===== config.mk =====
export PLATFORM = sky130hd
export DESIGN_NAME = timing_sequencer_flat
export DESIGN_NICKNAME = d
export VERILOG_FILES = /design/src/rtl/timing_sequencer_if.sv /design/src/rtl/timing_sequencer.sv /design/src/flat_wrapper.sv
export SDC_FILE = /design/constraint.sdc
export NUM_CORES = 1
export LEC_CHECK = 0
export CAP_MARGIN = 25
export CORE_AREA = 2 2 58 60
export CTS_BUF_LIST = sky130_fd_sc_hd__clkbuf_16
export DETAILED_ROUTE_END_ITERATION = 10
export DIE_AREA = 0 0 60 62
export PLACE_DENSITY = 0.8
export SLEW_MARGIN = 20
export SYNTH_ARGS = -nofsm -noshare
export SYNTH_HDL_FRONTEND = slang
export SYNTH_SLANG_ARGS = --single-unit
export TNS_END_PERCENT = 1

===== constraint.sdc =====
create_clock -name clk -period 2.3 [get_ports clk]
set_input_delay 0.46 -clock clk [delete_from_list [all_inputs] [get_ports clk]]
set_output_delay 0.46 -clock clk [all_outputs]
set_load 0.03 [all_outputs]

===== src/rtl/timing_sequencer_if.sv =====
// Control-unit <-> timing sequencer connection: sequencing controls in,
// T-state vector and status out. The master is the control unit.
`timescale 1ns/1ps

interface timing_sequencer_if #(
    parameter int NUM_T      = 4,
    parameter int ICNT_WIDTH = 16
);
    localparam int IDX_W = $clog2(NUM_T);

    // Sequencing controls from the control unit
    logic                  clr_timer;
    logic                  hlt;
    logic                  run;
    logic                  step;
    logic                  mem_cycle;
    logic                  ready;

    // Timing and status back to the control unit
    logic [NUM_T-1:0]      T;
    logic [IDX_W-1:0]      t_index;
    logic                  fetch;
    logic                  halted;
    logic                  wait_active;
    logic                  bus_error;
    logic [ICNT_WIDTH-1:0] instr_count;

    modport master (
        output clr_timer, hlt, run, step, mem_cycle, ready,
        input  T, t_index, fetch, halted, wait_active, bus_error, instr_count
    );

    modport slave (
        input  clr_timer, hlt, run, step, mem_cycle, ready,
        output T, t_index, fetch, halted, wait_active, bus_error, instr_count
    );
endinterface


===== src/rtl/timing_sequencer.sv =====
// One-hot T-state generator with memory wait-state stretching, wait timeout,
// halt/run/single-step control and a completed-instruction counter.
// All status outputs are decoded only from registered state, so they carry
// no combinational path from the inputs and clear as soon as reset asserts.
`timescale 1ns/1ps

module timing_sequencer #(
    parameter int NUM_T        = 4,
    parameter int WAIT_TIMEOUT = 15,
    parameter int ICNT_WIDTH   = 16
) (
    input  logic                clk,
    input  logic                reset,
    timing_sequencer_if.slave   bus
);
    localparam int IDX_W  = $clog2(NUM_T);
    localparam int WCNT_W = (WAIT_TIMEOUT < 2) ? 1 : $clog2(WAIT_TIMEOUT + 1);

    typedef enum logic [1:0] {
        S_IDLE,
        S_RUN,
        S_WAIT,
        S_HALT
    } state_t;

    state_t                state;
    logic [IDX_W-1:0]      idx;
    logic [WCNT_W-1:0]     wait_cnt;
    logic                  step_flag;
    logic                  bus_error;
    logic [ICNT_WIDTH-1:0] instr_count;

    logic                  stall;
    logic                  advance;
    logic                  complete;
    logic                  timeout;

    // Decide whether this edge moves the T-state forward and whether that ends an instruction
    always_comb begin
        // NOTE: every combinational output gets a default first, so no path can infer a latch.
        stall    = 1'b0;
        advance  = 1'b0;
        complete = 1'b0;
        timeout  = 1'b0;
        stall    = bus.mem_cycle && !bus.ready;
        if (state == S_RUN) begin
            advance = !stall && !bus.hlt;
        end else if (state == S_WAIT) begin
            advance = bus.ready;
        end
        complete = bus.clr_timer || (idx == IDX_W'(NUM_T - 1));
        timeout  = (WAIT_TIMEOUT != 0) && (wait_cnt == WCNT_W'(WAIT_TIMEOUT));
    end

    // Sequencer FSM: state, T index, wait counter, step flag, error flag and instruction count
    always_ff @(posedge clk or negedge reset) begin
        // NOTE: sequential state uses non-blocking assignments so every register sees pre-edge values.
        if (!reset) begin
            state       <= S_IDLE;
            idx         <= '0;
            wait_cnt    <= '0;
            step_flag   <= 1'b0;
            bus_error   <= 1'b0;
            instr_count <= '0;
        end else begin
            case (state)
                S_IDLE: state <= S_RUN;
                S_RUN: begin
                    // An outstanding access takes priority over a halt request
                    if (stall) begin
                        state    <= S_WAIT;
                        wait_cnt <= WCNT_W'(1);
                    end else if (bus.hlt) begin
                        state <= S_HALT;
                    end
                end
                S_WAIT: begin
                    if (!bus.ready) begin
                        if (timeout) begin
                            state     <= S_HALT;
                            bus_error <= 1'b1;
                        end else if (wait_cnt != '1) begin
                            wait_cnt <= wait_cnt + 1'b1;
                        end
                    end
                end
                S_HALT: begin
                    // run wins over step; clr_timer has no effect while halted
                    if (bus.run) begin
                        state     <= S_RUN;
                        idx       <= '0;
                        bus_error <= 1'b0;
                        step_flag <= 1'b0;
                    end else if (bus.step) begin
                        state     <= S_RUN;
                        idx       <= '0;
                        bus_error <= 1'b0;
                        step_flag <= 1'b1;
                    end
                end
                default: state <= S_IDLE;
            endcase

            // Shared T-state advance for RUN and for WAIT when memory becomes ready
            if (advance) begin
                if (complete) begin
                    idx         <= '0;
                    instr_count <= instr_count + 1'b1;
                    if (step_flag) begin
                        state     <= S_HALT;
                        step_flag <= 1'b0;
                    end else begin
                        state <= S_RUN;
                    end
                end else begin
                    idx   <= idx + 1'b1;
                    state <= S_RUN;
                end
            end
        end
    end

    // Output decode from registered state only
    always_comb begin
        bus.T           = (state == S_IDLE) ? '0 : (NUM_T'(1) << idx);
        bus.t_index     = idx;
        bus.fetch       = (state == S_RUN) && (idx == '0);
        bus.halted      = (state == S_HALT);
        bus.wait_active = (state == S_WAIT);
        bus.bus_error   = bus_error;
        bus.instr_count = instr_count;
    end
endmodule


===== src/flat_wrapper.sv =====
// flat-port wrapper written by rule: the top's interface ports become plain ports
module timing_sequencer_flat 
#(
    parameter int NUM_T        = 4,
    parameter int WAIT_TIMEOUT = 15,
    parameter int ICNT_WIDTH   = 16
)
  (clk, reset, bus_clr_timer, bus_hlt, bus_run, bus_step, bus_mem_cycle, bus_ready, bus_T, bus_t_index, bus_fetch, bus_halted, bus_wait_active, bus_bus_error, bus_instr_count);
  timing_sequencer_if #(.NUM_T(NUM_T), .ICNT_WIDTH(ICNT_WIDTH)) bus_i ();
  input  logic clk;
  input  logic reset;
  input wire logic [$bits(bus_i.clr_timer)-1:0] bus_clr_timer;
  input wire logic [$bits(bus_i.hlt)-1:0] bus_hlt;
  input wire logic [$bits(bus_i.run)-1:0] bus_run;
  input wire logic [$bits(bus_i.step)-1:0] bus_step;
  input wire logic [$bits(bus_i.mem_cycle)-1:0] bus_mem_cycle;
  input wire logic [$bits(bus_i.ready)-1:0] bus_ready;
  output wire logic [$bits(bus_i.T)-1:0] bus_T;
  output wire logic [$bits(bus_i.t_index)-1:0] bus_t_index;
  output wire logic [$bits(bus_i.fetch)-1:0] bus_fetch;
  output wire logic [$bits(bus_i.halted)-1:0] bus_halted;
  output wire logic [$bits(bus_i.wait_active)-1:0] bus_wait_active;
  output wire logic [$bits(bus_i.bus_error)-1:0] bus_bus_error;
  output wire logic [$bits(bus_i.instr_count)-1:0] bus_instr_count;
  assign bus_i.clr_timer = bus_clr_timer;
  assign bus_i.hlt = bus_hlt;
  assign bus_i.run = bus_run;
  assign bus_i.step = bus_step;
  assign bus_i.mem_cycle = bus_mem_cycle;
  assign bus_i.ready = bus_ready;
  assign bus_T = bus_i.T;
  assign bus_t_index = bus_i.t_index;
  assign bus_fetch = bus_i.fetch;
  assign bus_halted = bus_i.halted;
  assign bus_wait_active = bus_i.wait_active;
  assign bus_bus_error = bus_i.bus_error;
  assign bus_instr_count = bus_i.instr_count;
  timing_sequencer #(.NUM_T(NUM_T), .WAIT_TIMEOUT(WAIT_TIMEOUT), .ICNT_WIDTH(ICNT_WIDTH)) u_core (.clk(clk), .reset(reset), .bus(bus_i));
endmodule

==> results.md, run 1 <==
Clocking:
- The maximum number of buffers from clock root to sink is 2.
- After clock tree synthesis, the clock-pin slew on the worst setup and hold paths is 60 ps.
- The tree built by TritonCTS fans out to 26 sinks.
- In this run the clock root is driven by a sky130_fd_sc_hd__clkbuf_16.
- At the later pin of the worst-skew pair, clock insertion delay measures 250 ps.
- TritonCTS built the clock tree.
- The number of clock buffers added by TritonCTS is 3.
- The number of setup buffers added after CTS is 0.
- The number of levels the H-tree was split into is 1.

Finish:
- The layout has 263 filler cells.
- The fraction of layout cells with a size suffix above 1 is 0.08287.
- Once layout is complete, the cells apart from fillers number 227.
- For this run, the post-layout net count is 202.
- The layout-stage area growth over the synthesis result is 33.45%.
- Once layout is complete, the utilization of the core stands at 0.6187.
- The repair_antennas step left the layout with diodes totalling 0.

Synth:
- The primary flip-flop cell chosen by synthesis mapping is sky130_fd_sc_hd__dfrtp_1.
- In the synthesized netlist the async set-or-reset flop fraction comes to 1.000.
- The number of standard cells after synthesis is 142.
- Ranked by total cell area, the synthesized netlist is headed by sky130_fd_sc_hd__dfrtp_1 (44%), sky130_fd_sc_hd__ha_1 (9.3%), sky130_fd_sc_hd__xnor2_1 (7.7%).
- In this run the cell area of the synthesized design comes to 1474 um^2.
- The unique cell type count in the Yosys netlist is 34.
- Counting flops and latches in the post-synthesis netlist gives 26.
- The share of synthesized area in the top cell type comes to 0.4414.
- A synthesized cell averages 10.38 um^2.
- The number of nets in the synthesized netlist is 161.
- The leading area contributor after synthesis is sky130_fd_sc_hd__dfrtp_1.
- Of the synthesized area, sequential elements account for 0.4414.
- The number of flops mapped to enable cells by yosys is 0.
- The number of warnings issued by yosys is 0.

Placement:
- The number of I/O port buffers is 33.
- The number of placed instances, taps included, is 224.
- The final HPWL from detailed placement is 2253 um.
- OpenSTA, run right after detailed placement, puts the worst setup slack at 65.01 ps.
- The final estimated routing congestion in global placement is 0.8896.

Worst setup path:
- The sort of element at the end of the critical path is a register.
- The setup path with the least slack is of type reg -> reg.
- The worst setup path is launched from a register.
- The largest single stage delay on the critical path is 410 ps.
- Data on the critical path is required at its endpoint by 2430 ps.
- Traced cell by cell, the critical path runs through inv_1 > ha_1 > and2b_4 > o21ai_4 > nand2_2 > o211ai_2 > mux2_1.
- The slowest stage of the critical path is the sky130_fd_sc_hd__dfrtp_1 cell.
- In this run the worst path has a maximum fanout of 8.
- STA puts the critical path data arrival time at 2270 ps.

Routing:
- The routed layout has 1162 vias.
- Once detail routing completed, the nets flagged for antenna violations numbered 0.
- For this block, the initial DRC count from the detailed router was 63.
- In the routed design, unresolved DRC markers number 0.
- The number of detailed-route iterations in the first pass is 4.
- The average detailed-routed wire length per instance is 13.52 um.
- After detailed routing, the number of vias per cell comes to 5.119.
- The sum of routed wire length over all layers is 3070 um.

Outcome:
- The run finished with clean final reports.

Flow run:
- The tool flagged a number of max-cap violations equal to 0.

Timing:
- Setup violations remaining at the end of the flow were counted as 0.
- The final count of pins violating max slew is 0.
- The transition time at the pin with the least slew margin is 414.6 ps.
- Setup slack closes at 161.3 ps.
- On the final layout, the worst clock skew is 1.243 ps.
- Of the available clock period, the critical path in the final layout requires 0.9299.
- Hold is met by 475.5 ps.
- The peak clock frequency supported by timing is 0.4676 GHz.
- The number of endpoints with negative hold slack in the final report came to 0.
- The minimum period implied by the final worst setup slack is 2139 ps.
- Setup repair after global routing left no endpoint under its margin.
- In the final timing run, aggregate negative setup slack is 0 ps.
- Measured against its own limit, the worst slew margin works out to 0.7226.

Floorplan:
- In this run the horizontal extent of the chip is 60 um.
- Pin placement for this block handled 34 I/O pins.
- The die is 62 um tall.
- The floorplan die area is 3720 um^2.
- The effective utilization at floorplan is 0.4636.
- The cell row count is 21.
- The floorplan step defined a core boundary enclosing 3179 um^2.

Hold path:
- The tightest min-delay check is of the reg -> reg type.

GRT:
- The first global-routing pass estimated 5112 um of wire.
- The initial antenna violation count is 0.
- The number of global-route vias before repair is 1136.
- The overall global routing resource usage is 0.1816.
- The pin count of the biggest net entering global routing is 27.
- The sum of overflow across all layers after global routing is 0.

Pwr:
- The peak ir drop on the vdd network is 0.4994 mV.
- For this design the ratio of total power to cell area is 1090 nW/um^2.
- Summed over all cells, the static leakage comes to 0.8974 nW.
[cells in the final DEF, fill, tap and decap left out, types with 2 or more instances in the layout]
master,instances
sky130_fd_sc_hd__a21o_1,2
sky130_fd_sc_hd__a21oi_1,5
sky130_fd_sc_hd__and2_1,3
sky130_fd_sc_hd__and2b_4,2
sky130_fd_sc_hd__buf_4,3
sky130_fd_sc_hd__clkbuf_16,3
sky130_fd_sc_hd__clkdlybuf4s50_1,27
sky130_fd_sc_hd__dfrtp_1,26
sky130_fd_sc_hd__dlygate4sd2_1,2
sky130_fd_sc_hd__dlymetal6s2s_1,4
sky130_fd_sc_hd__ha_1,11
sky130_fd_sc_hd__inv_1,9
sky130_fd_sc_hd__mux2i_1,3
sky130_fd_sc_hd__nand2_1,13
sky130_fd_sc_hd__nand2_2,2
sky130_fd_sc_hd__nand3_1,10
sky130_fd_sc_hd__nand3b_1,2
sky130_fd_sc_hd__nand4_1,7
sky130_fd_sc_hd__nor2_1,4
sky130_fd_sc_hd__nor2b_1,6
sky130_fd_sc_hd__nor3_1,2
sky130_fd_sc_hd__o21ai_0,4
sky130_fd_sc_hd__xnor2_1,13
sky130_fd_sc_hd__xor2_1,3
[registers in the layout, indices dropped and copies added (netlist names)]
register and count:
u_core.step_flag 1, u_core.bus.bus_error 1, u_core.bus.t_index 2, u_core.state 2, u_core.wait_cnt 4, u_core.bus.instr_count 16
[what timing repair did]
item,4_1_cts,5_1_grt
endpoints found under the setup margin,2,4
resized for setup,2,4
cloned,0,0
hold buffers,0,0
[critical path: cells and delay by family, from the launching register on]
family	cells	cell delay, ps
fa+ha+maj	1	320
compound gates	2	450
buf+inv	1	110
flops	1	410
mux	1	350
simple gates	2	380
[where the power goes]
group	total (W)	leakage (nW)	switching, W	internal [W]
Clock	0.000369	0.0370	0.000139	0.000230
Sequential	0.000696	0.341	0.000125	0.000571
Combinational	0.00108	0.519	0.000627	0.000453
[layout make-up]
type,count,area (um^2),area share
well taps,46,57.56,0.02926
clock buffers,3,75.07,0.03817
flip-flops and latches,26,650.6,0.3308
inverters,9,33.78,0.01718
repair buffers,36,360.3,0.1832
multi-input cells,107,789.5,0.4014
[synthesized netlist by cell type, types with 3 or more instances]
cell type,instances
sky130_fd_sc_hd__dfrtp_1,26
sky130_fd_sc_hd__nand2_1,13
sky130_fd_sc_hd__xnor2_1,13
sky130_fd_sc_hd__ha_1,11
sky130_fd_sc_hd__nand3_1,10
sky130_fd_sc_hd__inv_1,9
sky130_fd_sc_hd__nand4_1,7
sky130_fd_sc_hd__nor2b_1,6
sky130_fd_sc_hd__a21oi_1,5
sky130_fd_sc_hd__nor2_1,4
sky130_fd_sc_hd__o21ai_0,4
sky130_fd_sc_hd__and2_1,3
sky130_fd_sc_hd__mux2i_1,3
sky130_fd_sc_hd__xor2_1,3
[metrics by stage]
| stage | area, um^2 | total power, W |
|---|---|---|
| after floorplan | 1474 | 0.001409 |
| after global placement | 1884 | 0.001754 |
| after detailed placement | 1884 | 0.001800 |
| after CTS | 1957 | 0.002169 |
| after global routing | 1967 | 0.002316 |
| final | 1967 | 0.002144 |
[kinds of logic after synthesis]
| logic type | share of synthesized area |
|---|---|
| buffers and inverters | 0.02292 |
| muxes | 0.03565 |
| adders and majority gates | 0.09338 |
| xor gates and xnor gates | 0.09508 |
| DFF | 0.4414 |
| and+or+nand+nor | 0.1944 |
| AOI/OAI and AO/OA | 0.1172 |
[per-layer routing]
layer  track usage  part of all wire  vias up  wire, um
met3       0.02899             0.043        0       132
li1              -                 -      568         -
met2        0.3075              0.51       36      1577
met5             0                 0        -         0
met4       0.06032                 0        0         0
met1        0.2388              0.44      558      1360
[worst paths after layout]
| check | startpoint | endpoint | slack, ps | depth (start not counted) |
|---|---|---|---|---|
| hold reg to reg | u_core.bus.instr_count[15] | u_core.bus.instr_count[15] | 480 | 1 |
| setup / recovery | u_core.state[1] | u_core.state[0] | 160 | 7 |
| hold / removal | u_core.bus.instr_count[15] | u_core.bus.instr_count[15] | 480 | 1 |
| setup reg to reg | u_core.state[1] | u_core.state[0] | 160 | 7 |
| min in group asynchronous | reset | u_core.bus.bus_error | 580 | 2 |
| max in group asynchronous | reset | u_core.bus.t_index[1] | 1470 | 2 |
(Power assumes the default switching activity.)
==> run 2, diff against run 1 <==
--- a/config.mk
+++ b/config.mk
@@ -11,7 +11,6 @@
 export DETAILED_ROUTE_END_ITERATION = 10
 export DIE_AREA = 0 0 60 62
 export PLACE_DENSITY = 0.8
-export SLEW_MARGIN = 20
 export SYNTH_ARGS = -nofsm -noshare
 export SYNTH_HDL_FRONTEND = slang
 export SYNTH_SLANG_ARGS = --single-unit
==> constraint.sdc (replaced) <==
create_clock -name clk -period 2.3 [get_ports clk]
set_input_delay 0.23 -clock clk [delete_from_list [all_inputs] [get_ports clk]]
set_output_delay 0.23 -clock clk [all_outputs]
set_load 0.03 [all_outputs]
==> run 2 against run 1 <==
Sequential cell count unchanged. Non-clock buffer count down 1. Clock-buffer cell count stayed put. Clock power is 4% higher. Routed wire length up 4.6%. Final cell count is the same. Global-route usage grew 0.94 points. First-iteration DRC count down 48%. Worst setup slack lost 17 ps. Critical path type is now reg -> out. Critical endpoint is now bus_fetch.
==> results.md, run 2 (synthesized netlist as in run 1, its figures left out) <==
Outcome:
- The run finished with clean final reports.

Pwr:
- The leakage dissipation is 0.8280 nW (-7.7%).
- The total power density per cell area came to 1117 nW/um^2 (+2.5%).
- The peak ir drop on the vdd network is 0.5193 mV (+4.0%).

Clocking:
- The hold buffer count at CTS was 0 (unchanged).
- The post-CTS resize count was 0 (-2).
- The insertion delay to the later sink of the worst-skew pair is 260 ps (about the same).
- The maximum number of buffers from clock root to sink is 2 (unchanged).
- The buffers inserted during post-CTS setup optimization is 0 (unchanged).
- The CTS clock-pin slew for the worst setup and hold paths is 60 ps (about the same).
- The number of clock sinks seen by CTS came to 26 (unchanged).
- The number of levels the H-tree was split into was 1 (unchanged).
- The CTS tree is done.
- The TritonCTS buffer count is 3 (unchanged).
- The clock root buffer is sky130_fd_sc_hd__clkbuf_16.

Finish:
- The library cell used most frequently in the layout, excluding fill and tap cells, is sky130_fd_sc_hd__clkdlybuf4s50_1.
- The total area of sequential cells came to 650.6 um^2 (unchanged).
- The flip-flop count of the largest register, all copies and words added is 16 (unchanged).
- The fraction of layout cells with a size suffix above 1 is 0.07735 (-0.005525).
- The antenna diode count is 0 (unchanged).
- The layout-stage area growth over the synthesis result is 32.68%.
- The largest registers in the layout are u_core.bus.instr_count: 16 flops, u_core.wait_cnt: 4 flops.
- The multi-input gate area in the final layout came to 789.5 um^2 (unchanged).
- The net total in the final layout is 201 (-0.50%).
- The final core utilization was 0.6151 (-0.003542).
- The library cells used most frequently in the layout, excluding fill and tap cells, are sky130_fd_sc_hd__clkdlybuf4s50_1 (33), sky130_fd_sc_hd__dfrtp_1 (26), sky130_fd_sc_hd__nand2_1 (13), sky130_fd_sc_hd__xnor2_1 (13), sky130_fd_sc_hd__ha_1 (11).
- The fill cell instance count of the final layout is 273 (+3.8%).
- More flip-flops sit in one register than any other, and that register is u_core.bus.instr_count.

GRT:
- The sum of overflow across all layers after global routing is 0 (unchanged).
- The pin count of the biggest net entering global routing is 27 (unchanged).
- The global-route wire length before repair came to 5402 um (+5.7%).
- The overall global routing resource usage is 0.1910 (+0.009403).
- The initial antenna violation count is 0 (unchanged).
- The number of global-route vias before repair was 1260 (+11%).

Routing:
- The sum of routed wire length over all layers is 3212 um (+4.6%).
- The via density per instance was 5.159 (+0.77%).
- The average detailed-routed wire length per instance is 14.15 um (+4.6%).
- The total number of vias is 1171 (+0.77%).
- The starting DRC count in detailed routing is 33 (-48%).
- The remaining design rule violation count is 0 (unchanged).
- The number of detailed-route iterations in the first pass is 4 (unchanged).
- The count of nets left with antenna violations after detail routing was 0 (unchanged).

Floorplan:
- The cell row count is 21 (unchanged).
- The effective utilization at floorplan is 0.4636 (unchanged).
- The overall die width came to 60 um (unchanged).
- The total I/O pin count is 34 (unchanged).
- The height of the die is 62 um (unchanged).
- The floorplan die area is 3720 um^2 (unchanged).
- The core area came to 3179 um^2 (unchanged).

Timing:
- The minimum period implied by the final worst setup slack is 2156 ps (+16.81 ps).
- The final count of pins violating max slew is 0 (unchanged).
- The total setup violations reported at the end of the flow is 0 (unchanged).
- The clock tree skew after final layout was 1.112 ps (-0.1315 ps).
- Setup repair after global routing left no endpoint under its margin.
- The transition time at the pin with the least slew margin is 471.7 ps (+57.05 ps).
- The final worst-path cycle share came to 0.9372 (+0.007309).
- The final setup TNS is 0 ps (unchanged).
- The peak clock frequency supported by timing is 0.4639 GHz (-0.78%).
- The relative max-transition margin is 0.6844 (-0.03817).
- The number of endpoints with negative hold slack in the final report is 0 (unchanged).

Worst setup path:
- The setup slack of the worst register-to-register path is 190 ps (+30 ps).
- The largest fanout on the critical path was 8 (unchanged).
- The depth of the worst register-to-register path is 7 (unchanged).
- The arrival time of data at the critical path endpoint is 1930 ps (-340 ps).
- By startpoint and endpoint, the worst setup path is classified as reg -> out.
- The signal on the critical path passes through inv_1 > ha_1 > and2_1 > clkdlybuf4s50_1.
- The slowest stage of the critical path is the sky130_fd_sc_hd__clkdlybuf4s50_1 cell.
- The required time reported for the critical path endpoint is 2070 ps (-360 ps).
- Grouping stages by cell kind, the critical path spends the most delay in buffers and inverters.
- STA classifies the critical path endpoint as an output port.
- The startpoint identified for the worst register-to-register timing path is u_core.state[1].
- The capture instance of the worst register-to-register path is u_core.state[0].
- The startpoint class of the critical path is a register.
- The highest cell delay on the worst timing path is 680 ps (+270 ps).
- The most critical setup path has its startpoint at u_core.state[1].
- The count of cell instances traversed by the critical path is 4 (-3).
- The worst path buffer plus inverter count was 2 (+1).

Placement:
- The number of I/O port buffers is 33 (unchanged).
- The final estimated routing congestion in global placement was 0.8833 (-0.71%).
- The final HPWL from detailed placement is 2460 um (+9.2%).

Hold path:
- The path class of the lowest-slack min-delay path is in -> async.

Flow run:
- The number of maximum-capacitance constraint violations is 0 (unchanged).
[run 2: cell count changes in the layout (fill, tap and decap cells not counted), sizes merged]
cell and delta:
dlymetal6s2s -4, clkinv +1, buf -1, clkdlybuf4s50 +6, dlygate4sd2 -2
[run 2: final cells by class]
type,instances,share of cell area
Multi-Input combinational cell,107,0.4037
Sequential cell,26,0.3327
Timing Repair Buffer,35,0.1766
Clock buffer,3,0.03839
Tap cell,46,0.02943
Inverter,9,0.01727
Clock inverter,1,0.001919
[run 2: worst max-delay path by stage]
stage,end,slack [ps]
finish,bus_fetch,140
global route,u_core.bus.instr_count[12],40
CTS,bus_fetch,150
floorplan,u_core.bus.instr_count[1],280
detailed placement,u_core.state[0],220
global placement,u_core.bus.instr_count[13],310
[run 2: metal layers]
layer	GRT usage	up-vias	share of wire	routed length, um
met5	0	-	0	0
met4	0.04444	0	0.0050	16
met3	0.03727	3	0.035	111
met2	0.3602	25	0.54	1730
met1	0.2237	575	0.42	1354
li1	-	568	-	-
[run 2: worst register-to-register path, delay by kind of cell (launching register included)]
family          cells  cell delay [ps]
mux                 1              340
simple gates        2              370
fa+ha+maj           1              280
flops               1              430
buf+inv             1              120
compound gates      2              450
[run 2: power by group]
part           switching [W]  total [W]  internal, W
registers           0.000127   0.000698     0.000570
logic               0.000636    0.00110     0.000469
clock network       0.000150   0.000383     0.000233
[run 2: per-stage QoR]
step | instances | worst slack, ps | hold slack, ps | area [um^2] | total power [W]
2_1_floorplan | 142 | 276.3 | -65.59 | 1474 | 0.001409
5_1_grt | 227 | 39.45 | 368.3 | 1956 | 0.002326
3_5_place_dp | 223 | 223.7 | 475.9 | 1877 | 0.001807
3_3_place_gp | 223 | 313.4 | 465.9 | 1877 | 0.001747
4_1_cts | 227 | 147.1 | 346.8 | 1956 | 0.002200
6_report | 227 | 144.5 | 336.8 | 1956 | 0.002184
